**src/rtl/uart_rx.sv**
```systemverilog
// uart_rx: 8N1 serial receiver, LSB first, idle-high line.
// Two-flop synchroniser on Rx_in, mid-bit start validation, centre sampling of
// each data bit, stop-bit check and one-cycle registered result strobes.
// Optional even-parity bit enabled by defining UART_RX_PARITY_EN; without it
// Rx_Parity_Err_out is constant 0.
// Rx_State_dbg_out exposes the FSM state code for observation.
module uart_rx #(
    parameter int CLKS_PER_BIT = 234
) (
    input  logic       CLK,
    input  logic       RST_N,
    input  logic       Rx_in,
    output logic       Rx_DV_out,
    output logic [7:0] Rx_Byte_out,
    output logic       Rx_Active_out,
    output logic       Rx_Frame_Err_out,
    output logic       Rx_Parity_Err_out,
    output logic [2:0] Rx_State_dbg_out
);

    localparam logic [7:0] HALF = 8'((CLKS_PER_BIT - 1) / 2);
    localparam logic [7:0] LAST = 8'(CLKS_PER_BIT - 1);

    typedef enum logic [2:0] {
        S_IDLE    = 3'd0,
        S_START   = 3'd1,
        S_DATA    = 3'd2,
        S_PARITY  = 3'd3,
        S_STOP    = 3'd4,
        S_CLEANUP = 3'd5
    } state_e;

    state_e     state_q, state_d;
    logic       sync1_q, sync2_q;
    logic [7:0] count_q, count_d;
    logic [2:0] index_q, index_d;
    logic [7:0] shift_q, shift_d;
    logic [7:0] byte_q, byte_d;
    logic       dv_q, dv_d;
    logic       active_q, active_d;
    logic       ferr_q, ferr_d;
    logic       rx_s;
`ifdef UART_RX_PARITY_EN
    logic       perr_q, perr_d;
    logic       par_bad_q, par_bad_d;
`endif

    assign rx_s = sync2_q;

    // State register, synchroniser and registered outputs
    always_ff @(posedge CLK) begin
        if (!RST_N) begin
            sync1_q  <= 1'b1;
            sync2_q  <= 1'b1;
            state_q  <= S_IDLE;
            count_q  <= 8'd0;
            index_q  <= 3'd0;
            shift_q  <= 8'd0;
            byte_q   <= 8'd0;
            dv_q     <= 1'b0;
            active_q <= 1'b0;
            ferr_q   <= 1'b0;
`ifdef UART_RX_PARITY_EN
            perr_q    <= 1'b0;
            par_bad_q <= 1'b0;
`endif
        end else begin
            sync1_q  <= Rx_in;
            sync2_q  <= sync1_q;
            state_q  <= state_d;
            count_q  <= count_d;
            index_q  <= index_d;
            shift_q  <= shift_d;
            byte_q   <= byte_d;
            dv_q     <= dv_d;
            active_q <= active_d;
            ferr_q   <= ferr_d;
`ifdef UART_RX_PARITY_EN
            perr_q    <= perr_d;
            par_bad_q <= par_bad_d;
`endif
        end
    end

    // Next-state and output logic; strobes default low so they last one cycle
    always_comb begin
        state_d  = state_q;
        count_d  = count_q;
        index_d  = index_q;
        shift_d  = shift_q;
        byte_d   = byte_q;
        dv_d     = 1'b0;
        ferr_d   = 1'b0;
        active_d = active_q;
`ifdef UART_RX_PARITY_EN
        perr_d    = 1'b0;
        par_bad_d = par_bad_q;
`endif
        case (state_q)
            S_IDLE: begin
                count_d  = 8'd0;
                index_d  = 3'd0;
                active_d = 1'b0;
`ifdef UART_RX_PARITY_EN
                par_bad_d = 1'b0;
`endif
                if (!rx_s) begin
                    state_d  = S_START;
                    active_d = 1'b1;
                end
            end
            S_START: begin
                if (count_q == HALF) begin
                    count_d = 8'd0;
                    if (!rx_s) begin
                        state_d = S_DATA;
                    end else begin
                        // Start bit no longer low at mid-bit: treat as a glitch
                        state_d  = S_IDLE;
                        active_d = 1'b0;
                    end
                end else begin
                    count_d = count_q + 8'd1;
                end
            end
            S_DATA: begin
                if (count_q == LAST) begin
                    count_d          = 8'd0;
                    shift_d[index_q] = rx_s;
                    if (index_q != 3'd7) begin
                        index_d = index_q + 3'd1;
                    end else begin
                        index_d = 3'd0;
`ifdef UART_RX_PARITY_EN
                        state_d = S_PARITY;
`else
                        state_d = S_STOP;
`endif
                    end
                end else begin
                    count_d = count_q + 8'd1;
                end
            end
`ifdef UART_RX_PARITY_EN
            S_PARITY: begin
                if (count_q == LAST) begin
                    count_d   = 8'd0;
                    par_bad_d = ^{shift_q, rx_s};
                    state_d   = S_STOP;
                end else begin
                    count_d = count_q + 8'd1;
                end
            end
`endif
            S_STOP: begin
                if (count_q == LAST) begin
                    count_d = 8'd0;
                    state_d = S_CLEANUP;
`ifdef UART_RX_PARITY_EN
                    perr_d = par_bad_q;
                    if (rx_s && !par_bad_q) begin
`else
                    if (rx_s) begin
`endif
                        byte_d = shift_q;
                        dv_d   = 1'b1;
                    end
                    if (!rx_s) begin
                        ferr_d = 1'b1;
                    end
                end else begin
                    count_d = count_q + 8'd1;
                end
            end
            S_CLEANUP: begin
                active_d = 1'b0;
                state_d  = S_IDLE;
            end
            default: begin
                state_d  = S_IDLE;
                count_d  = 8'd0;
                index_d  = 3'd0;
                shift_d  = 8'd0;
                byte_d   = 8'd0;
                active_d = 1'b0;
`ifdef UART_RX_PARITY_EN
                par_bad_d = 1'b0;
`endif
            end
        endcase
    end

    assign Rx_DV_out        = dv_q;
    assign Rx_Byte_out      = byte_q;
    assign Rx_Active_out    = active_q;
    assign Rx_Frame_Err_out = ferr_q;
    assign Rx_State_dbg_out = state_q;
`ifdef UART_RX_PARITY_EN
    assign Rx_Parity_Err_out = perr_q;
`else
    assign Rx_Parity_Err_out = 1'b0;
`endif

endmodule

```
**config.mk**
```make
export PLATFORM = sky130hd
export DESIGN_NAME = uart_rx
export DESIGN_NICKNAME = d
export VERILOG_FILES = /design/src/rtl/uart_rx.sv
export SDC_FILE = /design/constraint.sdc
export NUM_CORES = 1
export LEC_CHECK = 0
export CORE_MARGIN = 8
export CORE_UTILIZATION = 50
export DETAILED_ROUTE_END_ITERATION = 6
export PLACE_DENSITY = 0.71
export SLEW_MARGIN = 20
export SYNTH_ARGS = -nofsm -noshare
export SYNTH_HDL_FRONTEND = slang
export SYNTH_SLANG_ARGS = --single-unit
```
**constraint.sdc**
```tcl
create_clock -name CLK -period 1.72 [get_ports CLK]
set_input_delay 0.172 -clock CLK [delete_from_list [all_inputs] [get_ports CLK]]
set_output_delay 0.172 -clock CLK [all_outputs]
set_load 0.05 [all_outputs]
```
# Word-level counts from Yosys, hierarchy flattened
# Cells that the tools add are included.
[totals]
elab_cells = 70
ff_bits = 35
[op_classes]
muxes = 26
reduce_logical = 12
n_lt_le_gt_ge = 2
bitwise = 4
n_eq_ne = 14
n_addsub = 2
[ops]
columns = ["op", "n"]
rows = [
  ["two-way mux 8 bit", 5],
  ["case mux 8 bit (2 select lines)", 2],
  ["case mux 8 bit (3 select lines)", 1],
  ["two-way mux 3 bit", 7],
  ["inequality test 2 bit (second input constant)", 7],
  ["case mux 3 bit (4 select lines)", 1],
  ["AND reduction 3 bit", 3],
  ["adder 8 x 1 -> 8 bit (second input constant)", 1],
  ["bitwise mux 8 bit", 1],
  ["equality test 8 x 7 -> 1 bit (second input constant)", 1],
  ["equality test 8 bit (second input constant)", 1],
  ["OR reduction 4 bit", 2],
  ["equality test 3 bit (second input constant)", 2],
  ["case mux 3 bit (2 select lines)", 1],
  ["two-way mux 1 bit", 5],
  ["AND reduction 5 bit", 1],
  ["< comparator 3 x 4 -> 1 bit (second input constant)", 1],
  ["inverter 1 bit", 4],
  ["AND reduction 2 bit", 2],
  ["adder 3 x 1 -> 3 bit (second input constant)", 1],
  ["demux 1 bit (select 3 bit)", 1],
  ["equality test 3 x 1 -> 1 bit (second input constant)", 1],
  ["equality test 3 x 2 -> 1 bit (second input constant)", 1],
  ["greater-or-equal comparator 3 x 1 -> 1 bit (second input constant)", 1],
  ["7 further kinds", 7],
]

# Logic depth before layout (Yosys ltp)
[logic_depth]
depth_word = 7
ltp_mapped = 7

# Least setup slack after synthesis
# Ideal clock, no wire load.
[synth_path]
path_type = "reg-to-reg"
start = "reg state_q[1] (netlist: Rx_State_dbg_out[1])"
end = "reg shift_q[4]"
setup_ns = 0.122
setup_slack_ns = -0.057
stages_incl_launch_ff = 6
path_buffers = 2
t_arrival_ns = 1.654
cell_sequence = "dfxtp_1 -> buf_2 -> buf_1 -> nand4_1 -> o211ai_1 -> o21ai_1"
[synth_between]
elab_chain_cells = 4
elab_cells_between_ends = 10
cone_classes = "eq/ne (5); mux (1); bitwise (1); reduce/logical (3)"
[synth_lines]
columns = ["item", "line_no", "source"]
rows = [
  ["from (decl)", "33", "state_e state_q, state_d;"],
  ["from (signal assigned)", "70", "state_q <= state_d;"],
  ["equality test 3 bit (tied with other cells)", "99", "case (state_q)"],
  ["OR reduction 4 bit (no source line)", "n/a", ""],
  ["inverter 1 bit (no source line)", "n/a", ""],
  ["AND reduction 2 bit (no source line)", "n/a", ""],
  ["to (signal assigned)", "73", "shift_q <= shift_d;"],
  ["to (decl)", "37", "logic [7:0] shift_q, shift_d;"],
]
# Several ways; a longest one is shown, not always the timed one.
# A chain may end at the register's enable or synchronous reset.

# Worst setup path after layout
[layout_path]
start = "reg count_q[7]"
end = "reg shift_q[5]"
[layout_between]
elab_chain_cells = 3
[layout_lines]
columns = ["item", "line_no", "source"]
rows = [
  ["from (decl)", "35", "logic [7:0] count_q, count_d;"],
  ["from (signal assigned)", "71", "count_q <= count_d;"],
  ["equality test 8 bit", "127", "if (count_q == LAST) begin"],
  ["inequality test 2 bit (no source line)", "n/a", ""],
  ["AND reduction 2 bit (no source line)", "n/a", ""],
]
# Every way passes these cells.

==> results.py <==
metrics = {
    "critical_path": {
        "r2r_cells": 5,
        "r2r-start": "count_q[7]",
        "critPathLaunchType": "register",
        "crit_type": "register to register",
        "cp-end-kind": "register",
        "r2r_setup_slack_ns": 0.04,
        "cp_max_fo": 6,
        "rr_endpoint": "shift_q[5]",
        "crit_required_ns": 1.99,
        "worstPathArrival_ns": 1.95,
    },
    "cells_and_area": {
        "nFillCells": 306,
        "area_growth_pct": 25.3,
        "regArea_um2": 707,
        "nets": 247,
        "multi_input_area_mm2": 0.00108,
        "layout-drive-gt1-share_pct": 23.3,
        "instances_no_fill": 288,
        "antennaDiodeCount": 0,
    },
    "synthesis": {
        "netlist_instances": 205,
        "synth_cell_types": 54,
        "netlist_area_mm2": 0.00182,
        "ys_ff_latch": 35,
        "synthArstFlopShare_pct": 0,
        "synthFlopType": "dfxtp_1",
        "avgSynthCellArea_um2": 8.87,
        "yosys_warnings": 0,
        "ys_seq_area_share_pct": 38.5,
        "synth_fp_nets": 213,
        "synth_edf_count": 0,
    },
    "sta": {
        "rsz0062_at_grt": "true",
        "drv_slew": 0,
        "worstMarginPinSlew_ns": 0.513,
        "max_slew_margin_pct": 65.7,
        "finalSetupViolCount": 0,
        "max_freq_ghz": 0.597,
        "skew_ns": 0.00249,
        "hold_viol": 0,
        "min_period_ns": 1.68,
        "timing.final.crit_share_pct": 97.5,
    },
    "pwr": {
        "ir_drop_v": 0.000406,
        "p_per_area_mw_per_mm2": 615,
        "leakage_nw": 0.867,
        "finalPower_w": 0.00140,
    },
    "min_path": {
        "whs_path_depth": 2,
        "hold_path.class": "primary input to register",
        "worstHoldStart": "Rx_in",
        "hold_path_end": "sync1_q",
    },
    "clock_tree": {
        "cts_tree": "yes",
        "postCtsHoldBufs": 0,
        "numClockSinks": 35,
        "cts_buffers": 5,
        "htreeDepth": 2,
        "clock_path_buffers": 2,
        "cts_root_buf": "clkbuf_4",
        "clk_pin_slew_ns": 0.10,
        "clkLatencyLatePin_ns": 0.33,
    },
    "global_route": {
        "antenna_found_initial": 0,
        "grt_usage_pct": 15.1,
        "grt_pass1_wl_mm": 7.38,
        "grt_overflow": 0,
        "grt_max_degree": 15,
        "grt_pass1_vias": 1618,
    },
    "run_status": {
        "outcome": "complete, no violations",
    },
    "drt": {
        "vias_per_cell": 5.71,
        "drt-initial-drc-count": 59,
        "num_vias": 1645,
        "route.antenna.remaining_nets": 0,
        "drcViolationCount": 0,
        "wirelength_mm": 4.29,
        "firstDrtPassIters": 4,
        "wire_per_inst_um": 14.9,
    },
    "placement": {
        "dp.cells": 278,
        "hpwl_mm": 3.26,
        "place_congestion": 0.905,
        "port_buffers": 16,
    },
    "floorplan": {
        "dieWidth_um": 76.3,
        "start_util_pct": 50.8,
        "io_pins": 18,
        "core_area_mm2": 0.00358,
        "dieArea_mm2": 0.00582,
        "die_h_um": 76.3,
        "row_count": 22,
    },
    "flow_run": {
        "drv_cap": 0,
    },
}
==> how the worst max path moves through the flow <==
stage | from | to
after detailed placement | count_q[0] | count_q[6]
after global placement | count_q[0] | count_q[6]
after global routing | count_q[7] | shift_q[5]
after CTS | count_q[1] | shift_q[1]
final | count_q[7] | shift_q[5]
after floorplan | count_q[0] | count_q[6]
==> per-layer routing <==
layer | part of all wire, % | vias up | track usage [%]
met4 | 1.4 | 0 | 5.77
li1 | - | 810 | -
met1 | 39 | 787 | 16.0
met5 | 0 | - | 0
met2 | 54 | 40 | 26.6
met3 | 5.5 | 8 | 5.19
==> metrics by stage <==
step	setup TNS [ns]	util, %	cell area (µm²)	setup WS (ns)	hold slack [ns]
3_3_place_gp	0	59.0	2110	0.00609	0.394
2_1_floorplan	0	-	1820	0.0419	0.273
3_5_place_dp	-0.0591	59.0	2110	-0.0293	0.411
6_report	0	63.7	2280	0.0439	0.393
4_1_cts	0	61.3	2190	0.00121	0.387
5_1_grt	-0.152	63.7	2280	-0.0459	0.393
==> cell usage after synthesis, types with 2 or more instances <==
cell type / n / area [µm²]
buf_2: 3 / 15.0
dfxtp_1: 35 / 701
o311ai_0: 4 / 35.0
inv_1: 7 / 26.3
a21oi_1: 8 / 40.0
nor2_1: 15 / 56.3
nor3b_1: 2 / 15.0
o21ai_0: 8 / 40.0
o21ai_1: 8 / 40.0
nand4b_1: 2 / 17.5
mux2i_1: 11 / 110
nand3b_1: 3 / 22.5
nor3_1: 4 / 20.0
xor2_1: 3 / 26.3
nand2_1: 26 / 97.6
nand3_1: 4 / 20.0
ha_1: 5 / 62.6
o21a_1: 4 / 30.0
buf_4: 2 / 15.0
buf_6: 2 / 22.5
nor4_1: 3 / 18.8
nand2b_1: 7 / 43.8
or3_4: 2 / 22.5
o211ai_1: 5 / 37.5
nand4_1: 3 / 18.8
==> what timing repair did <==
item                                    CTS  global route
endpoints found under the setup margin    4            31
pin swaps                                 0             7
setup buffers                             0             2
resized for setup                         4            19
==> sequential cells by signal, summed over array words and instances (netlist names) <==
register and count:
Rx_DV_out 1, rx_s 1, Rx_State_dbg_out 3, shift_q 8
Rx_Frame_Err_out 1, Rx_Byte_out 8, count_q 8, sync1_q 1
index_q 3, Rx_Active_out 1
==> area by class of cell <==
type | instances | area share (%)
Multi-Input combinational cell | 154 | 47.5
Timing Repair Buffer | 36 | 14.7
Clock buffer | 8 | 3.02
Tap cell | 48 | 2.64
Sequential cell | 35 | 31.0
Inverter | 7 | 1.15
==> critical path, stage by stage (launching register included) <==
cell	delay, ns
dfxtp_1	0.51
and3b_1	0.28
buf_4	0.16
nand3_4	0.10
or3_4	0.44
o21ai_2	0.13
==> power by group <==
group	internal, W	switching [W]
Sequential	0.000816	0.00000817
Combinational	0.0000295	0.0000459
Clock	0.000240	0.000261
Total	0.00109	0.000315
==> placed cells by master (no fill, tap or decap), types with 2 or more instances in the layout <==
cell,n
dlymetal6s2s_1,6
nand2_1,26
nand4_1,3
nand3_1,4
dfxtp_1,30
dfxtp_2,5
nor3b_1,2
mux2i_1,11
clkbuf_8,2
nand3b_1,3
nor3_1,4
o311ai_0,2
nand2b_1,7
xor2_1,3
a21oi_1,8
clkbuf_4,5
nand4b_1,2
ha_1,4
or3_4,2
o211ai_1,5
o21ai_1,4
a21oi_4,2
o21ai_2,4
buf_4,21
o311ai_1,2
o21ai_0,8
nor2_1,15
o21a_1,4
nor4_1,3
inv_1,6
clkdlybuf4s50_1,7
==> logic make-up after synthesis <==
kind of cell	after synthesis	share of synthesized area, %
AOI/OAI and AO/OA	48	18.4
xor gates and xnor gates	4	1.93
muxes	11	6.06
adders and majority gates	5	3.44
buffers and inverters	16	4.75
DFF	35	38.5
other	1	0.206
and+or+nand+nor	85	26.6
(Power assumes the default switching activity.)
